### config.mk
export PLATFORM = sky130hd
export DESIGN_NAME = snn_phase_sequencer
export DESIGN_NICKNAME = d
export VERILOG_FILES = /design/src/rtl/snn_phase_sequencer.sv
export SDC_FILE = /design/constraint.sdc
export NUM_CORES = 1
export LEC_CHECK = 0
export ABC_CLOCK_PERIOD_IN_PS = 4000
export BUFFER_PORTS_ARGS = -buffer_cell sky130_fd_sc_hd__clkbuf_2
export CELL_PAD_IN_SITES_DETAIL_PLACEMENT = 0
export CELL_PAD_IN_SITES_GLOBAL_PLACEMENT = 1
export CORE_MARGIN = 8
export CORE_UTILIZATION = 39
export CTS_CLUSTER_DIAMETER = 150
export CTS_CLUSTER_SIZE = 20
export DETAILED_ROUTE_END_ITERATION = 6
export GPL_TIMING_DRIVEN = 1
export HOLD_SLACK_MARGIN = 0.15
export PLACE_DENSITY_LB_ADDON = 0.1
export REMOVE_ABC_BUFFERS = 1
export SYNTH_ARGS = -nofsm -noshare
export SYNTH_HDL_FRONTEND = slang
export SYNTH_SLANG_ARGS = --single-unit
### constraint.sdc
create_clock -name clk -period 4 [get_ports clk]
set_clock_uncertainty 0.1 [all_clocks]
set_input_delay 0.2 -clock clk [delete_from_list [all_inputs] [get_ports clk]]
set_output_delay 0.2 -clock clk [all_outputs]
set_load 0.005 [all_outputs]
### src/rtl/snn_phase_sequencer.sv
// Batch / image / time-unit sequencer for the SNN output stage; handshakes with the core and post_core.
// Optional decision timeout is compiled in when SNN_SEQ_TIMEOUT_EN is defined.

module snn_phase_sequencer #(
  parameter int unsigned T_STEPS     = 350,
  parameter int unsigned TU_W        = 10,
  parameter int unsigned IMG_W       = 16,
  parameter int unsigned DEC_TIMEOUT = 64
) (
  input  logic             clk,
  input  logic             rst,
  input  logic             start,
  input  logic [1:0]       mode,
  input  logic [IMG_W-1:0] num_images,
  input  logic             core_step_done,
  input  logic             valid_deciding,
  input  logic [7:0]       image_label,
  output logic [1:0]       train_test_classify,
  output logic             coring,
  output logic             step_req,
  output logic             TU_incre,
  output logic             done_core_img,
  output logic             deciding,
  output logic [IMG_W-1:0] img_idx,
  output logic [TU_W-1:0]  tu_cnt,
  output logic [7:0]       label_out,
  output logic             label_valid,
  output logic             busy,
  output logic             done,
  output logic             err_timeout
);

  typedef enum logic [2:0] {
    StIdle,
    StStep,
    StWait,
    StTick,
    StDecide,
    StNext,
    StFin
  } state_e;

  localparam logic [1:0] ModeClassify = 2'b11;

  // An out-of-range configuration never accepts a start, so it can never overrun tu_cnt.
  localparam bit CfgOk = (T_STEPS >= 1) && (T_STEPS < (1 << TU_W)) && (DEC_TIMEOUT >= 1);
  localparam logic [TU_W-1:0] TuLast = TU_W'(T_STEPS - 1);

  state_e state_q, state_d;

  logic [1:0]       mode_q, mode_d;
  logic [IMG_W-1:0] num_q, num_d;
  logic [IMG_W-1:0] img_q, img_d;
  logic [TU_W-1:0]  tu_q, tu_d;
  logic [7:0]       label_q, label_d;
  logic             label_valid_q, label_valid_d;
  logic             busy_q, busy_d;

  logic accept;
  logic last_tu;
  logic last_img;
  logic decide_hit;
  logic timeout_hit;

  assign accept     = (state_q == StIdle) && start && (mode != 2'b00) && CfgOk;
  assign last_tu    = (tu_q == TuLast);
  assign last_img   = (img_q == num_q - IMG_W'(1));
  assign decide_hit = (state_q == StDecide) && valid_deciding;

`ifdef SNN_SEQ_TIMEOUT_EN
  localparam int unsigned DecW = $clog2(DEC_TIMEOUT + 1);

  logic [DecW-1:0] dec_cnt_q, dec_cnt_d;
  logic            err_q, err_d;

  // The last DECIDE cycle is the one that sees a count of 1; a late valid_deciding still wins.
  assign timeout_hit = (state_q == StDecide) && !valid_deciding && (dec_cnt_q <= DecW'(1));
  assign err_timeout = err_q;

  always_comb begin
    dec_cnt_d = dec_cnt_q;
    err_d     = err_q;
    if (accept) begin
      err_d = 1'b0;
    end
    if (timeout_hit) begin
      err_d = 1'b1;
    end
    if (state_q == StTick) begin
      dec_cnt_d = DecW'(DEC_TIMEOUT);
    end else if ((state_q == StDecide) && (dec_cnt_q != '0)) begin
      dec_cnt_d = dec_cnt_q - DecW'(1);
    end
  end

  always_ff @(posedge clk) begin
    if (rst) begin
      dec_cnt_q <= '0;
      err_q     <= 1'b0;
    end else begin
      dec_cnt_q <= dec_cnt_d;
      err_q     <= err_d;
    end
  end
`else
  assign timeout_hit = 1'b0;
  assign err_timeout = 1'b0;
`endif

  // State register
  always_ff @(posedge clk) begin
    if (rst) begin
      state_q <= StIdle;
    end else begin
      state_q <= state_d;
    end
  end

  // Next-state logic
  always_comb begin
    state_d = state_q;
    unique case (state_q)
      StIdle: begin
        if (accept) begin
          state_d = (num_images == '0) ? StFin : StStep;
        end
      end
      StStep: state_d = StWait;
      StWait: begin
        if (core_step_done) begin
          state_d = StTick;
        end
      end
      StTick: state_d = last_tu ? StDecide : StStep;
      StDecide: begin
        if (valid_deciding || timeout_hit) begin
          state_d = StNext;
        end
      end
      StNext: state_d = last_img ? StFin : StStep;
      StFin:  state_d = StIdle;
      default: state_d = StIdle;
    endcase
  end

  // Decoded control outputs
  always_comb begin
    step_req      = 1'b0;
    TU_incre      = 1'b0;
    done_core_img = 1'b0;
    coring        = 1'b0;
    deciding      = 1'b0;
    done          = 1'b0;
    unique case (state_q)
      StStep: begin
        step_req = 1'b1;
        coring   = 1'b1;
      end
      StWait: coring = 1'b1;
      StTick: begin
        coring        = 1'b1;
        TU_incre      = 1'b1;
        done_core_img = last_tu;
      end
      StDecide: deciding = 1'b1;
      StFin:    done     = 1'b1;
      default: ;
    endcase
  end

  // Batch, image and time-unit bookkeeping
  always_comb begin
    mode_d        = mode_q;
    num_d         = num_q;
    img_d         = img_q;
    tu_d          = tu_q;
    label_d       = label_q;
    label_valid_d = 1'b0;
    busy_d        = busy_q;

    if (accept) begin
      mode_d = mode;
      num_d  = num_images;
      img_d  = '0;
      tu_d   = '0;
      busy_d = 1'b1;
    end

    if (state_q == StTick) begin
      tu_d = last_tu ? '0 : tu_q + TU_W'(1);
    end

    if (decide_hit && (mode_q == ModeClassify)) begin
      label_d       = image_label;
      label_valid_d = 1'b1;
    end

    if ((state_q == StNext) && !last_img) begin
      img_d = img_q + IMG_W'(1);
    end

    if (state_q == StFin) begin
      busy_d = 1'b0;
    end
  end

  always_ff @(posedge clk) begin
    if (rst) begin
      mode_q        <= 2'b00;
      num_q         <= '0;
      img_q         <= '0;
      tu_q          <= '0;
      label_q       <= '0;
      label_valid_q <= 1'b0;
      busy_q        <= 1'b0;
    end else begin
      mode_q        <= mode_d;
      num_q         <= num_d;
      img_q         <= img_d;
      tu_q          <= tu_d;
      label_q       <= label_d;
      label_valid_q <= label_valid_d;
      busy_q        <= busy_d;
    end
  end

  assign train_test_classify = mode_q;
  assign img_idx             = img_q;
  assign tu_cnt              = tu_q;
  assign label_out           = label_q;
  assign label_valid         = label_valid_q;
  assign busy                = busy_q;

endmodule

==> metrics.yaml, run 1 <==
run_status:
  outcome: "complete, no violations"
worst_setup_path:
  critical_path_buf_inv_count: 0
  worstSetupPathType: "flip-flop to flip-flop"
  crit_family: "compound AO/OA/AOI/OAI gates"
  start_kind: "flip-flop"
  worstSetupEndpointType: "flip-flop"
  worstPathCellList: "nor3_1, and3_1, a21oi_1, a2111oi_4, nand4_4, a311o_1, o221ai_1"
  arrival_ps: 3460
  reg2reg_slack_ps: 700
  slowest_stage: "a311o_1"
  path_max_fanout: 18
  max_stage_delay_ps: 720
  cp.required_ps: 4160
timing:
  worst_pin_slew_ps: 926
  min_period_over_period_pct: 82.5
  worst_slew_margin_rel_pct: 38.3
  holdWs_ps: 172
  fin_ws_ps: 700
  rsz0062_at_grt: "false"
  period_minus_slack_ps: 3300
  slew_viol_final: 0
  hold_viol_final: 0
  setup_viol_count_final: 0
  max_freq_mhz: 303
  tns_ps: 0
cells_and_area:
  synthToLayoutAreaGrowth_pct: 27.6
  fin_area_sq_um: 4180
  multi_input_area_sq_um: 1940
  final_cells: 623
  n_fill_cell: 836
  finalNetCount: 548
  layout-drive-gt1-share_pct: 21.2
  ff_latch_area_sq_um: 1140
  antenna-diode-count: 0
yosys:
  synth_warnings: 0
  synth_edf_count: 0
  async_flop_share_pct: 0
  synth.avg_cell_area_sq_um: 7.72
  synth-compound-area-share_pct: 18.6
  synthFlopType: "dfxtp_1"
  synth_seq_cells: 57
  synthCells: 424
  yosysSeqAreaShare_pct: 34.8
  synth_simple_gate_area_share_pct: 30.9
  synth_adder_area_share_pct: 1.53
  synth_xor_area_share_pct: 5.08
  synth.distinct_cells: 51
  synthMuxAreaShare_pct: 2.75
  synth_top_family_by_area: "simple AND/OR/NAND/NOR gates"
  synth_area_sq_um: 3270
floorplan:
  die_area_sq_um: 11600
  core_sq_um: 8180
  num_io_pins: 76
  start_util_pct: 40.1
  die_w_microns: 108
  die_h_microns: 108
  fp-row-count: 33
cts:
  clk_pin_slew_ps: 70
  cts.sinks: 57
  clock-root-buffer: "clkbuf_8"
  clk_latency_ps: 340
  cts_buffer_depth: 2
  cts_tree: "built"
  cts_buffers: 9
  ctsResizeCount: 0
  cts_max_level: 3
drt:
  vias_per_cell: 5.30
  drtIter0Drc: 189
  dr.pass1.iters: 5
  drc: 0
  final_antenna_net_count: 0
  vias: 3299
  wl_microns: 9630
  drt-wirelength-per-cell_microns: 15.5
flow_run:
  drv_cap: 0
placed_design:
  place_hpwl_microns: 6840
  place_area_sq_um: 3690
  gp_congestion: 0.847
  numPortBuffers: 74
  place_ws_ps: 739
  place_inst: 580
min_path:
  worstHoldPathType: "input port to flip-flop"
power_and_ir_drop:
  powerDensity_nw_per_um2: 441
  ir_worst_vdd_uv: 212
  p_leak_nw: 1.64
global_routing:
  grt_pass1_vias: 3237
  grt_max_degree: 45
  overflow: 0
  track_usage_pct: 16.8
  grt_pass1_wl_microns: 15600
  antenna_found_initial: 0
metal layers:
| layer | vias to the layer above | global-route usage (%) | share of wire [%] |
|---|---|---|---|
| met5 | - | 0 | 0 |
| li1 | 1681 | - | - |
| met4 | 0 | 7.04 | 1.6 |
| met1 | 1531 | 20.9 | 48 |
| met3 | 12 | 4.55 | 4.3 |
| met2 | 75 | 26.6 | 46 |
report_power, final:
| group | switching, mW | internal [mW] | total (mW) |
|---|---|---|---|
| combinational | 0.321 | 0.236 | 0.557 |
| clock | 0.257 | 0.350 | 0.608 |
| sequential | 0.0696 | 0.610 | 0.680 |
| total | 0.648 | 1.20 | 1.84 |
worst reg2reg max path, stage by stage, from the launching register on:
cell and delay (ps):
dfxtp_1 380, nor3_1 560, and3_1 360, a21oi_1 130, a2111oi_4 360, nand4_4 320, a311o_1 730, o221ai_1 290
what timing repair did:
action | CTS | global route
hold endpoints to repair | 26 | 0
hold buffers | 27 | 0
buffers inserted | 0 | 0
Yosys cell counts (all sizes together), types with 7 or more instances:
library cell | number | area [sq um]
a21oi | 35 | 175
and3 | 9 | 56.3
clkbuf | 21 | 78.8
dfxtp | 57 | 1140
inv | 21 | 78.8
mux2i | 9 | 90.1
nand2 | 60 | 225
nand3 | 17 | 85.1
nand4 | 9 | 71.3
nor2 | 46 | 173
nor2b | 7 | 43.8
nor3 | 12 | 60.1
nor3b | 7 | 52.6
nor4 | 12 | 75.1
o21ai | 15 | 75.1
o221ai | 9 | 104
xnor2 | 12 | 105
xor2 | 7 | 61.3
placed cells by master, fill, tap and decap left out, drive strengths merged, types with 2 or more instances in the layout:
cell type | Yosys | routed
xnor2 | 12 | 12
and3 | 9 | 9
a2111oi | 3 | 3
a311o | 2 | 2
o21ai | 15 | 15
or3 | 4 | 4
nand3 | 17 | 17
o221ai | 9 | 9
nor3 | 12 | 12
dfxtp | 57 | 57
a41oi | 2 | 2
bufinv | 0 | 2
o21a | 2 | 2
a311oi | 2 | 2
o211ai | 3 | 3
inv | 21 | 21
a31o | 2 | 2
dlygate4sd3 | 0 | 27
nor3b | 7 | 7
nor4 | 12 | 12
and2 | 2 | 2
nor2 | 46 | 46
nand2b | 3 | 3
mux2i | 9 | 9
nand4b | 2 | 2
clkinv | 0 | 4
clkbuf | 21 | 83
nand2 | 60 | 60
ha | 4 | 4
nor4b | 3 | 3
nand4 | 9 | 9
a21oi | 35 | 35
xor2 | 7 | 7
buf | 6 | 4
or2 | 4 | 4
a211oi | 4 | 4
o22ai | 2 | 2
nor2b | 7 | 7
flip-flops by register name (all words and copies together) (netlist names):
| name | cells |
|---|---|
| img_idx | 16 |
| num_q | 16 |
| tu_cnt | 10 |
| label_out | 8 |
| state_q | 3 |
| train_test_classify | 2 |
| busy | 1 |
| label_valid | 1 |
through the flow:
stage | power [mW] | util, %
2_1_floorplan | 1.06 | -
3_3_place_gp | 1.22 | 45.1
3_5_place_dp | 1.22 | 45.1
4_1_cts | 1.86 | 51.1
5_1_grt | 1.96 | 51.1
6_report | 1.84 | 51.1
path summary, 6_finish.rpt:
path                                             start                 endpoint  cells past startpoint
worst min-delay path                    core_step_done  state_q[2]$_SDFFE_PP0P_                      5
worst max register to register   num_q[2]$_SDFFE_PP0P_  img_idx[8]$_SDFFE_PP0P_                      7
worst max-delay path             num_q[2]$_SDFFE_PP0P_  img_idx[8]$_SDFFE_PP0P_                      7
worst min register to register  num_q[15]$_SDFFE_PP0P_   num_q[15]$_SDFFE_PP0P_                      2
kinds of logic after synthesis:
logic type	count (synthesis)
other cells	1
buf+inv	48
compound gates	84
fa+ha+maj	4
mux	9
flops	57
simple gates	202
xor+xnor	19
area by class of cell:
type                       count  share of cell area (%)
multi-input combinational    319                    46.4
clock buffer                   9                    2.96
inverter                      21                    1.89
sequential                    57                    27.3
clock inverter                 7                    2.28
timing repair buffer         105                    16.0
tap                          105                    3.14
(Power assumes the default switching activity.)
==> inputs of run 2 (changes only) <==
--- a/config.mk
+++ b/config.mk
@@ -5,7 +5,7 @@
 export SDC_FILE = /design/constraint.sdc
 export NUM_CORES = 1
 export LEC_CHECK = 0
-export ABC_CLOCK_PERIOD_IN_PS = 4000
+export ABC_CLOCK_PERIOD_IN_PS = 3100
 export BUFFER_PORTS_ARGS = -buffer_cell sky130_fd_sc_hd__clkbuf_2
 export CELL_PAD_IN_SITES_DETAIL_PLACEMENT = 0
 export CELL_PAD_IN_SITES_GLOBAL_PLACEMENT = 1
==> constraint.sdc (replaced) <==
create_clock -name clk -period 3.1 [get_ports clk]
set_clock_uncertainty 0.1 [all_clocks]
set_input_delay 0.155 -clock clk [delete_from_list [all_inputs] [get_ports clk]]
set_output_delay 0.155 -clock clk [all_outputs]
set_load 0.005 [all_outputs]
==> run 2 against run 1 <==
Against the previous run:
- register-to-register slack got worse by 420 ps
- global-route usage increased by 0.50 points
- maximum frequency increased by 17%
- sequential share of layout area decreased by 0.45 points
- core utilization increased by 0.86 points
- sequential power increased by 26%
- wire length about the same
- combinational power increased by 39%
- clock power increased by 15%
- final area increased by 1.7%
==> metrics.yaml, run 2 (same netlist as run 1, synthesis figures left out) <==
timing:
  hold_viol_final: 0  # unchanged
  worst_slew_margin_rel_pct: 57.7  # +19 points
  period_minus_slack_ps: 2820  # -477 ps
  rsz0062_at_grt: "false"
  tns_ps: 0  # unchanged
  min_period_over_period_pct: 91.1  # +8.6 points
  worst_pin_slew_ps: 626  # -300 ps
  slew_viol_final: 0  # unchanged
  setup_viol_count_final: 0  # unchanged
  max_freq_mhz: 354  # +17%
worst_setup_path:
  worstSetupPathType: "flip-flop to flip-flop"
  reg2reg_from: "num_q[2]$_SDFFE_PP0P_"
  path_max_fanout: 15  # -3
  reg2reg_depth: 7  # unchanged
  arrival_ps: 2980  # -480 ps
  start_kind: "flip-flop"
  reg2reg_slack_ps: 280  # -420 ps
  regToRegEndpoint: "img_idx[7]$_SDFFE_PP0P_"
  worstSetupEndpointType: "flip-flop"
  cp.required_ps: 3260  # -900 ps
cells_and_area:
  final_cells: 634  # +1.8%
  synthToLayoutAreaGrowth_pct: 29.8
  antenna-diode-count: 0  # unchanged
  n_fill_cell: 791  # -5.4%
  finalNetCount: 559  # +2.0%
  layout_common_cells: "clkbuf_2 (74), nand2_1 (60), dfxtp_1 (57), nor2_1 (46), a21oi_1 (35)"
  layout-drive-gt1-share_pct: 22.7  # +1.4 points
  layout_commonest_cell: "clkbuf_2"
cts:
  cts_buffer_depth: 2  # unchanged
  cts_tree: "built"
  cts_buffers: 9  # unchanged
  clk_pin_slew_ps: 70  # about the same
  clk_latency_ps: 340  # about the same
  clock-root-buffer: "clkbuf_8"
  cts.sinks: 57  # unchanged
  cts_max_level: 3  # unchanged
global_routing:
  track_usage_pct: 17.3  # +0.50 points
  grt_pass1_wl_microns: 16300  # +4.1%
  overflow: 0  # unchanged
  grt_pass1_vias: 3371  # +4.1%
  antenna_found_initial: 0  # unchanged
  grt_max_degree: 26  # -42%
power_and_ir_drop:
  p_sw_mw: 0.835  # +29%
  swShare_pct: 35.9  # +0.72 points
  powerDensity_nw_per_um2: 548  # +24%
  clock_power_share_pct: 30.1  # -2.8 points
  ir_worst_vdd_uv: 262  # +24%
  p_leak_nw: 1.68  # +2.3%
  power_frac_comb_pct: 33.1  # +2.9 points
  p_int_mw: 1.49  # +25%
  sequentialPowerShare_pct: 36.8  # about the same
floorplan:
  start_util_pct: 40.1  # unchanged
  fp-row-count: 33  # unchanged
  num_io_pins: 76  # unchanged
  die_area_sq_um: 11600  # unchanged
  core_sq_um: 8180  # unchanged
  die_h_microns: 108  # unchanged
  die_w_microns: 108  # unchanged
drt:
  drc: 0  # unchanged
  dr.pass1.iters: 4  # -1
  vias_per_cell: 5.26  # -0.66%
  drt-wirelength-per-cell_microns: 15.2  # -1.7%
  final_antenna_net_count: 0  # unchanged
  wl_microns: 9630  # about the same
  vias: 3335  # +1.1%
  drtIter0Drc: 139  # -26%
placed_design:
  place_inst: 589  # +1.6%
  numPortBuffers: 74  # unchanged
  gp_congestion: 0.812  # -4.1%
  place_hpwl_microns: 6910  # +1.1%
run_status:
  outcome: "complete, no violations"
min_path:
  holdPathStages: 4  # -1
  min_from: "start"
  worstHoldPathType: "input port to flip-flop"
  whs_endpoint: "train_test_classify[1]$_SDFFE_PP0P_"
flow_run:
  drv_cap: 0  # unchanged
[run 2: changes by cell type in the layout (fill, tap and decap cells not counted), sizes merged]
cell / change
dlygate4sd3: +2
clkbuf: +1
inv: +1
buf: +9
bufinv: -1
clkinv: -2
clkinvlp: +1
[run 2: per-stage QoR]
step                total power [mW]  instance area [sq um]  hold slack, ps  util (%)  setup WS (ps)
global placement                1.60                   3760             290      46.0            107
CTS                             2.34                   4240             154      51.9           26.7
detailed placement              1.60                   3760             296      46.0           46.6
finish                          2.33                   4250             168      52.0            277
floorplan                       1.37                   3150             124         -            233
global route                    2.50                   4250             176      52.0           65.9
[run 2: critical path, cell delays in order (launching register included)]
cell       delay (ps)
dfxtp_1           370
or3_1             510
a2111oi_4         350
nor3b_1           120
a2111oi_4         380
nand4_4           150
a311o_2           520
o221ai_1          240
[run 2: area by class of cell]
cell class	count	area (sq um)	share of cell area, %
tap	105	131	3.09
clock inverter	6	67.6	1.59
clock buffer	10	128	3.00
inverter	21	78.8	1.86
timing repair buffer	116	758	17.8
multi-input combinational	319	1940	45.8
sequential	57	1140	26.9
[run 2: how the worst max path moves through the flow]
stage,slack (ps),end,startpoint,depth (start not counted)
final,280,img_idx[7]$_SDFFE_PP0P_,num_q[2]$_SDFFE_PP0P_,7
after global routing,70,img_idx[7]$_SDFFE_PP0P_,num_q[2]$_SDFFE_PP0P_,7
after CTS,30,img_idx[7]$_SDFFE_PP0P_,num_q[2]$_SDFFE_PP0P_,7
after detailed placement,50,img_idx[7]$_SDFFE_PP0P_,num_q[2]$_SDFFE_PP0P_,7
after global placement,110,img_idx[8]$_SDFFE_PP0P_,num_q[2]$_SDFFE_PP0P_,7
after floorplan,230,img_idx[15]$_SDFFE_PP0P_,num_q[2]$_SDFFE_PP0P_,7
[run 2: timing repair]
action,4_1_cts,5_1_grt
setup buffers,0,0
setup endpoints to repair,0,15
resized for setup,0,2
hold buffers,29,0
hold endpoints to repair,28,0
[run 2: metal layers]
metal / part of all wire, % / global-route usage (%) / vias up
met2: 48 / 30.0 / 69
met1: 45 / 20.3 / 1555
met5: 0 / 0 / -
li1: - / - / 1700
met3: 5.0 / 4.91 / 11
met4: 1.2 / 4.46 / 0
[run 2: power by group through the flow]
stage	Clock (mW)	Sequential (mW)	Combinational (mW)
2_1_floorplan	0	0.865	0.501
3_3_place_gp	0	0.873	0.727
3_5_place_dp	0	0.874	0.729
4_1_cts	0.719	0.857	0.767
5_1_grt	0.756	0.869	0.875
6_report	0.701	0.857	0.772
